--- src/rtl/fp_pkg.sv ---
// Shared single-precision definitions: FSM states, field widths, special
// encodings and an operand unpack helper.
package fp_pkg;

  localparam int EXP_W = 8;
  localparam int MAN_W = 23;
  localparam int BIAS  = 127;

  localparam logic [31:0] QNAN    = 32'h7FC0_0000;
  localparam logic [31:0] POS_INF = 32'h7F80_0000;

  typedef enum logic [2:0] {
    S_IDLE,
    S_UNPACK,
    S_EXEC,
    S_NORM,
    S_PACK
  } state_e;

  // Operand split into fields; man carries the hidden bit and is zero for
  // zero/denormal encodings, which are flushed to signed zero.
  typedef struct packed {
    logic             sign;
    logic [EXP_W-1:0] exp;
    logic [MAN_W:0]   man;
    logic             is_zero;
    logic             is_inf;
    logic             is_nan;
  } fp_unpacked_t;

  function automatic fp_unpacked_t fp_unpack(input logic [31:0] w);
    fp_unpacked_t u;
    u.sign    = w[31];
    u.exp     = w[30:23];
    u.is_zero = (w[30:23] == '0);
    u.is_inf  = (w[30:23] == '1) && (w[22:0] == '0);
    u.is_nan  = (w[30:23] == '1) && (w[22:0] != '0);
    u.man     = u.is_zero ? '0 : {1'b1, w[22:0]};
    return u;
  endfunction

endpackage

--- src/rtl/fp_alu_seq_if.sv ---
// Request/response bundle between the core controller and the FP unit.
interface fp_alu_seq_if;

  logic        start;
  logic        op;
  logic [31:0] a;
  logic [31:0] b;
  logic        busy;
  logic        done;
  logic [31:0] result;
  logic [3:0]  flags;

  modport master (
    output start, op, a, b,
    input  busy, done, result, flags
  );

  modport slave (
    input  start, op, a, b,
    output busy, done, result, flags
  );

endinterface

--- src/rtl/fp_lzc.sv ---
// 48-bit leading-zero counter; an all-zero input reports 48.
module fp_lzc (
  input  logic [47:0] val,
  output logic [5:0]  cnt
);

  // Scan upward so the most significant set bit is the last one written.
  always_comb begin
    cnt = 6'd48;
    for (int i = 0; i < 48; i++) begin
      if (val[i]) cnt = 6'(47 - i);
    end
  end

endmodule

--- src/rtl/fp_alu_seq.sv ---
// Multi-cycle IEEE-754 single-precision add/multiply unit, round toward zero.
// Multiply retires MUL_K multiplier bits per EXEC cycle (MUL_K divides 24).
module fp_alu_seq
  import fp_pkg::*;
#(
  parameter int MUL_K = 1
) (
  input  logic        clk,
  input  logic        reset,
  fp_alu_seq_if.slave bus
);

  localparam int ITERS = 24 / MUL_K;
  localparam int PP_W  = 24 + MUL_K;

  state_e       state, state_nxt;
  logic [4:0]   iter;
  logic         last_iter, busy, accept, finish;

  logic [31:0]  a_q, b_q;
  logic         op_q;
  fp_unpacked_t ua, ub;

  logic         a_big, big_sign;
  logic [7:0]   big_exp, sml_exp, ediff;
  logic [23:0]  big_man, sml_man;
  logic [25:0]  sml_sh;
  logic         sml_stk;
  logic         spec_hit;
  logic [31:0]  spec_val;

  logic         spec_q, sign_q, sub_q;
  logic [31:0]  spec_res_q;
  logic signed [10:0] exp_q;
  logic [26:0]  big_q, sml_q;
  logic [27:0]  sum_q;
  logic [23:0]  ma_q;
  logic [47:0]  prod_q, prod_nxt;
  logic [PP_W-1:0] pp_sum;

  logic [47:0]  norm_val;
  logic [5:0]   lz;
  logic signed [10:0] exp_n;
  logic [22:0]  man_n;
  logic [31:0]  res_nxt, res_q;
  logic         ovf_nxt, ovf_q;

  logic         done_q;
  logic [31:0]  result_q;
  logic [3:0]   flags_q;

  assign last_iter = (iter == 5'(ITERS - 1));

  // State register.
  // NOTE: clocked state uses non-blocking assignments so every flop samples
  // pre-edge values regardless of process ordering.
  always_ff @(posedge clk or negedge reset) begin
    if (!reset) state <= S_IDLE;
    else        state <= state_nxt;
  end

  // Next-state logic: one pass per stage, EXEC repeats for multiply.
  // NOTE: the default assignment up front keeps every path assigned, so no
  // latch is inferred.
  always_comb begin
    state_nxt = state;
    unique case (state)
      S_IDLE:   if (bus.start) state_nxt = S_UNPACK;
      S_UNPACK: state_nxt = S_EXEC;
      S_EXEC:   if (!op_q || last_iter) state_nxt = S_NORM;
      S_NORM:   state_nxt = S_PACK;
      S_PACK:   state_nxt = S_IDLE;
      default:  state_nxt = S_IDLE;
    endcase
  end

  // FSM outputs: busy, request acceptance and completion strobe.
  always_comb begin
    busy   = (state != S_IDLE);
    accept = (state == S_IDLE) && bus.start;
    finish = (state == S_PACK);
  end

  // Multiply iteration counter; held at zero outside multiply EXEC.
  always_ff @(posedge clk or negedge reset) begin
    if (!reset)                                iter <= '0;
    else if (state == S_EXEC && op_q && !last_iter) iter <= iter + 5'd1;
    else                                       iter <= '0;
  end

  // Operand decode, special-case detection and add alignment.
  always_comb begin
    ua = fp_unpack(a_q);
    ub = fp_unpack(b_q);

    a_big    = {ua.exp, ua.man} >= {ub.exp, ub.man};
    big_sign = a_big ? ua.sign : ub.sign;
    big_exp  = a_big ? ua.exp  : ub.exp;
    big_man  = a_big ? ua.man  : ub.man;
    sml_exp  = a_big ? ub.exp  : ua.exp;
    sml_man  = a_big ? ub.man  : ua.man;
    ediff    = big_exp - sml_exp;

    // Large shifts leave only the sticky bit behind.
    sml_sh  = '0;
    sml_stk = |sml_man;
    if (ediff < 8'd26) begin
      sml_sh  = {sml_man, 2'b00} >> ediff;
      sml_stk = |({sml_man, 2'b00} & ~({26{1'b1}} << ediff));
    end

    spec_hit = 1'b0;
    spec_val = '0;
    if (ua.is_nan || ub.is_nan) begin
      spec_hit = 1'b1;
      spec_val = QNAN;
    end else if (op_q) begin
      if ((ua.is_inf && ub.is_zero) || (ua.is_zero && ub.is_inf)) begin
        spec_hit = 1'b1;
        spec_val = QNAN;
      end else if (ua.is_inf || ub.is_inf) begin
        spec_hit = 1'b1;
        spec_val = {ua.sign ^ ub.sign, POS_INF[30:0]};
      end else if (ua.is_zero || ub.is_zero) begin
        spec_hit = 1'b1;
        spec_val = {ua.sign ^ ub.sign, 31'b0};
      end
    end else begin
      if (ua.is_inf && ub.is_inf && (ua.sign != ub.sign)) begin
        spec_hit = 1'b1;
        spec_val = QNAN;
      end else if (ua.is_inf) begin
        spec_hit = 1'b1;
        spec_val = {ua.sign, POS_INF[30:0]};
      end else if (ub.is_inf) begin
        spec_hit = 1'b1;
        spec_val = {ub.sign, POS_INF[30:0]};
      end else if (ua.is_zero && ub.is_zero) begin
        spec_hit = 1'b1;
        spec_val = {ua.sign & ub.sign, 31'b0};
      end
    end
  end

  // One shift-add step: add multiplicand times the low MUL_K multiplier bits
  // into the upper half, then shift the whole product register right.
  always_comb begin
    pp_sum   = PP_W'(prod_q[47:24]) + PP_W'(ma_q) * PP_W'(prod_q[MUL_K-1:0]);
    prod_nxt = 48'({pp_sum, prod_q[23:0]} >> MUL_K);
  end

  // Both paths present a value whose bit 46 weighs 2^0 at exponent exp_q-1.
  always_comb begin
    norm_val = op_q ? prod_q : {sum_q, 20'b0};
  end

  fp_lzc u_lzc (
    .val (norm_val),
    .cnt (lz)
  );

  // Normalise, truncate and classify the finite result.
  always_comb begin
    exp_n   = exp_q - $signed({5'b0, lz});
    man_n   = 23'((norm_val << lz) >> 24);
    res_nxt = {sign_q, exp_n[7:0], man_n};
    ovf_nxt = 1'b0;
    if (spec_q) begin
      res_nxt = spec_res_q;
    end else if (norm_val == '0) begin
      res_nxt = '0;
    end else if (exp_n >= 11'sd255) begin
      res_nxt = {sign_q, POS_INF[30:0]};
      ovf_nxt = 1'b1;
    end else if (exp_n <= 11'sd0) begin
      res_nxt = '0;
    end
  end

  // Datapath pipeline registers, loaded stage by stage.
  // NOTE: these carry no reset; each is written by an earlier stage before
  // any later stage reads it, and the FSM alone decides what is visible.
  always_ff @(posedge clk) begin
    if (accept) begin
      a_q  <= bus.a;
      b_q  <= bus.b;
      op_q <= bus.op;
    end
    if (state == S_UNPACK) begin
      spec_q     <= spec_hit;
      spec_res_q <= spec_val;
      ma_q       <= ua.man;
      prod_q     <= {24'b0, ub.man};
      big_q      <= {big_man, 3'b000};
      sml_q      <= {sml_sh, sml_stk};
      sub_q      <= ua.sign ^ ub.sign;
      if (op_q) begin
        sign_q <= ua.sign ^ ub.sign;
        exp_q  <= $signed(11'(ua.exp) + 11'(ub.exp) - 11'(BIAS - 1));
      end else begin
        sign_q <= big_sign;
        exp_q  <= $signed(11'(big_exp) + 11'd1);
      end
    end
    if (state == S_EXEC) begin
      if (op_q) prod_q <= prod_nxt;
      else      sum_q  <= sub_q ? ({1'b0, big_q} - {1'b0, sml_q})
                                : ({1'b0, big_q} + {1'b0, sml_q});
    end
    if (state == S_NORM) begin
      res_q <= res_nxt;
      ovf_q <= ovf_nxt;
    end
  end

  // Architectural outputs: done pulse and held result/flags.
  always_ff @(posedge clk or negedge reset) begin
    if (!reset) begin
      done_q   <= 1'b0;
      result_q <= '0;
      flags_q  <= 4'b0100;
    end else begin
      done_q <= finish;
      if (finish) begin
        result_q <= res_q;
        flags_q  <= {res_q[31], ~|res_q[30:0], 1'b0, ovf_q};
      end
    end
  end

  assign bus.busy   = busy;
  assign bus.done   = done_q;
  assign bus.result = result_q;
  assign bus.flags  = flags_q;

endmodule

--- src/flat_wrapper.sv ---
// flat-port wrapper written by rule: the top's interface ports become plain ports
module fp_alu_seq_flat import fp_pkg::*;
#(
  parameter int MUL_K = 1
)
  (clk, reset, bus_start, bus_op, bus_a, bus_b, bus_busy, bus_done, bus_result, bus_flags);
  fp_alu_seq_if bus_i ();
  input  logic clk;
  input  logic reset;
  input wire logic [$bits(bus_i.start)-1:0] bus_start;
  input wire logic [$bits(bus_i.op)-1:0] bus_op;
  input wire logic [$bits(bus_i.a)-1:0] bus_a;
  input wire logic [$bits(bus_i.b)-1:0] bus_b;
  output wire logic [$bits(bus_i.busy)-1:0] bus_busy;
  output wire logic [$bits(bus_i.done)-1:0] bus_done;
  output wire logic [$bits(bus_i.result)-1:0] bus_result;
  output wire logic [$bits(bus_i.flags)-1:0] bus_flags;
  assign bus_i.start = bus_start;
  assign bus_i.op = bus_op;
  assign bus_i.a = bus_a;
  assign bus_i.b = bus_b;
  assign bus_busy = bus_i.busy;
  assign bus_done = bus_i.done;
  assign bus_result = bus_i.result;
  assign bus_flags = bus_i.flags;
  fp_alu_seq #(.MUL_K(MUL_K)) u_core (.clk(clk), .reset(reset), .bus(bus_i));
endmodule
--- config.mk ---
export PLATFORM = sky130hd
export DESIGN_NAME = fp_alu_seq_flat
export DESIGN_NICKNAME = d
export VERILOG_FILES = /design/src/rtl/fp_pkg.sv /design/src/rtl/fp_alu_seq_if.sv /design/src/rtl/fp_lzc.sv /design/src/rtl/fp_alu_seq.sv /design/src/flat_wrapper.sv
export SDC_FILE = /design/constraint.sdc
export NUM_CORES = 1
export LEC_CHECK = 0
export CAP_MARGIN = 20
export CORE_ASPECT_RATIO = 1.75
export CORE_MARGIN = 2
export CORE_UTILIZATION = 60
export CTS_CLUSTER_DIAMETER = 40
export DETAILED_ROUTE_END_ITERATION = 8
export GPL_TIMING_DRIVEN = 0
export PLACE_DENSITY = 0.8
export SLEW_MARGIN = 20
export SYNTH_ARGS = -nofsm -noshare
export SYNTH_HDL_FRONTEND = slang
export SYNTH_SLANG_ARGS = --single-unit
--- constraint.sdc ---
create_clock -name clk -period 10.4 [get_ports clk]
set_input_delay 1.04 -clock clk [delete_from_list [all_inputs] [get_ports clk]]
set_output_delay 1.04 -clock clk [all_outputs]
set_load 0.05 [all_outputs]
==> impl_metrics.env <==
export IMPL_path_clk_slew_ps=70
export IMPL_wl_per_cell_um=30.26
export IMPL_die_y_um=264.5
export IMPL_synth_top_cell_area_share_pct=28.13
export IMPL_dp_slack_ps=449.5
export IMPL_finalHoldViolCount=0
export IMPL_finish_net_count=2944
export IMPL_drt_total_wl_um=98660
export IMPL_finalWorstSetupSlack_ps=508.2
export IMPL_relSlewSlack_pct=15.58
export IMPL_crit_fanout=16
export IMPL_core_area_um2=38270
export IMPL_ys_types=97
export IMPL_layout_drive_gt1_share_pct=9.120
export IMPL_finalMaxSlewViolations=0
export IMPL_dp_hpwl_um=75100
export IMPL_synth_cells=2597
export IMPL_fin_util_pct=68.79
export IMPL_post_cts_buffers=0
export IMPL_synthMostInstantiatedCell="nor2_1"
export IMPL_grt_pass1_wl_um=146000
export IMPL_start_kind="flop"
export IMPL_drt_met1_wl_um=27780
export IMPL_crit_top_cell="buf_2"
export IMPL_rr_worst_depth=27
export IMPL_cp_required_ps=10760
export IMPL_post_route_period_util_pct=95.11
export IMPL_overflow=0
export IMPL_holdBufCountCts=0
export IMPL_vias=23190
export IMPL_grt_usage_pct=48.46
export IMPL_num_fill_cells=2977
export IMPL_rsz0062_at_grt="no"
export IMPL_area_growth_syn_to_layout_pct=13.15
export IMPL_cts_buffer_depth=3
export IMPL_synth_avg_cell_area_um2=8.961
export IMPL_synth_warnings=0
export IMPL_p_per_area_nw_per_um2=385.5
export IMPL_viasPerCell=7.113
export IMPL_cp_arrival_ps=10250
export IMPL_gp_congestion=1.145
export IMPL_cp_end_kind="flop"
export IMPL_synthesis_nets=2795
export IMPL_worst_pin_slew_ps=1259
export IMPL_clock_sinks=309
export IMPL_dr_pass1_iters=9
export IMPL_numCtsBuffers=37
export IMPL_tritoncts="built"
export IMPL_die_area_um2=40440
export IMPL_yosysSeqAreaShare_pct=36.89
export IMPL_grt_pass1_vias=23120
export IMPL_hp_class="input pin to async pin"
export IMPL_synthTopCellsByCount="253 x nor2_1, 237 x nand2_1, 218 x edfxtp_1"
export IMPL_r2r_slack_ps=510
export IMPL_whs_ps=324.2
export IMPL_cp_slowest_cell="o21a_1"
export IMPL_io_pin_count=106
export IMPL_grt_max_degree=64
export IMPL_cap_viol_max_count=0
export IMPL_dr_wl_met2_um=47470
export IMPL_rows=95
export IMPL_ir_worst_vdd_v=0.0002144
export IMPL_synth_area_leaders="edfxtp_1 28%, ha_1 6.8%, mux2i_1 6.0%"
export IMPL_wl_met3_um=8985
export IMPL_syn_area_um2=23270
export IMPL_htreeDepth=2
export IMPL_fmax_mhz=101.1
export IMPL_first_iter_violations=2829
export IMPL_port_buffers=104
export IMPL_cts_root_buf="clkbuf_16"
export IMPL_ys_ff_latch=309
export IMPL_synth_edff_count=218
export IMPL_drtAntennaViolNets=0
export IMPL_die_x_um=152.9
export IMPL_skew_ps=29.42
export IMPL_synthArstFlopShare_pct=13.92
export IMPL_final_setup_tns_ps=0
export IMPL_r2r_end="u_core.res_q[20]$_SDFFCE_PP0P_"
export IMPL_drc=0
export IMPL_r2r_start="u_core.op_q$_DFFE_PP_"
export IMPL_setup_viol=0
export IMPL_top_layer="met5"
export IMPL_synth_top_area_cell="edfxtp_1"
export IMPL_clkLatencyLatePin_ps=590
export IMPL_outcome="completed"
export IMPL_start_util_pct=60.80
export IMPL_antenna_found_initial=6
export IMPL_synth_flop_cell="edfxtp_1"
export IMPL_post_cts_resized=0
export IMPL_p_leak_nw=10.32
export IMPL_crit_type="flop to flop"
export IMPL_min_period_ps=9892
export IMPL_slowest_delay_ps=640
[per-stage QoR]
step	total power [mW]	area (µm²)	instances
3_5_place_dp	8.324	25070	3192
2_1_floorplan	6.258	23270	2597
4_1_cts	9.607	26270	3259
6_report	10.15	26330	3260
5_1_grt	10.51	26330	3259
3_3_place_gp	8.170	24920	3186
[cell families (layout without fill, tap and decap cells)]
group | Yosys count | in the layout | share of synthesized area, %
xor gates and xnor gates | 62 | 62 | 2.333
muxes | 226 | 226 | 10.82
and+or+nand+nor | 877 | 877 | 17.76
DFF | 309 | 309 | 36.89
adders and majority gates | 130 | 130 | 7.119
other | 1 | 2 | 0.01611
buffers and inverters | 285 | 462 | 4.941
AOI/OAI and AO/OA | 707 | 707 | 20.12
[cell usage in the layout (no fill, tap or decap), types with 15 or more instances in the layout]
master,n
a31oi_1,31
o31ai_1,22
a22oi_1,15
inv_1,130
dfxtp_1,48
mux2i_1,137
o21a_1,16
o221ai_1,18
nor3_1,92
and3_1,15
a211oi_1,33
or3_1,24
clkdlybuf4s50_1,103
mux2_2,74
dfrtp_1,42
xor2_1,20
o22ai_1,20
clkbuf_1,100
clkbuf_16,37
buf_2,28
edfxtp_1,218
nor2_1,249
o21ai_0,181
xnor2_1,41
a21oi_1,151
nand2_1,237
a21o_1,22
nand2b_1,28
nand4_1,15
nand3_1,75
o211ai_1,26
and2_1,34
ha_1,126
nor4_1,33
[area by class of cell]
cell class              instances  area (µm²)  share of cell area, %
inverters                     136       515.5                  1.958
multi-input cells            2003       13620                  51.73
repair buffers                111        1162                  4.415
clock buffers                  39       933.4                  3.545
flip-flops and latches        309        8584                  32.60
diodes                          1       2.502               0.009504
plain buffers                 148       633.1                  2.404
clock inverters                28       270.3                  1.026
well taps                     485       606.8                  2.305
[registers in the layout, summed over array words and instances (netlist names), 2 cells and up]
name / count
u_core.sml_q: 27
u_core.state: 3
u_core.bus.flags: 2
u_core.b_q: 32
u_core.spec_res_q: 3
u_core.res_q: 32
u_core.ma_q: 24
u_core.exp_q: 11
u_core.big_q: 24
u_core.prod_q: 48
u_core.a_q: 32
u_core.bus.result: 32
u_core.sum_q: 28
u_core.iter: 5
[worst max-delay path by stage]
stage	endpoint	from	slack, ps
floorplan	u_core.res_q[21]$_SDFFCE_PP0P_	u_core.op_q$_DFFE_PP_	4040
global placement	u_core.res_q[20]$_SDFFCE_PP0P_	u_core.op_q$_DFFE_PP_	530
detailed placement	u_core.res_q[20]$_SDFFCE_PP0P_	u_core.op_q$_DFFE_PP_	450
CTS	u_core.res_q[20]$_SDFFCE_PP0P_	u_core.op_q$_DFFE_PP_	420
global route	u_core.res_q[20]$_SDFFCE_PP0P_	u_core.op_q$_DFFE_PP_	290
finish	u_core.res_q[20]$_SDFFCE_PP0P_	u_core.op_q$_DFFE_PP_	510
[per-layer routing]
layer	vias to the layer above	global-route usage (%)
met4	10	54.55
li1	9965	-
met3	778	15.51
met5	-	1.465
met1	10800	42.18
met2	1637	81.75
[report_power, final]
| group | internal [mW] | switching (mW) |
|---|---|---|
| sequential | 1.87 | 0.384 |
| combinational | 2.14 | 4.47 |
| clock | 0.683 | 0.601 |
[critical path: cells and delay by family (launching register included)]
| kind | cells | cell delay (ps) |
|---|---|---|
| AO/OA/AOI/OAI | 12 | 4370 |
| buffers and inverters | 6 | 1880 |
| AND/OR/NAND/NOR | 5 | 1680 |
| adder cells (fa/ha/maj) | 2 | 670 |
| flip-flops | 1 | 430 |
| multiplexers | 1 | 400 |
| XOR/XNOR | 1 | 160 |
(Power assumes the default switching activity.)
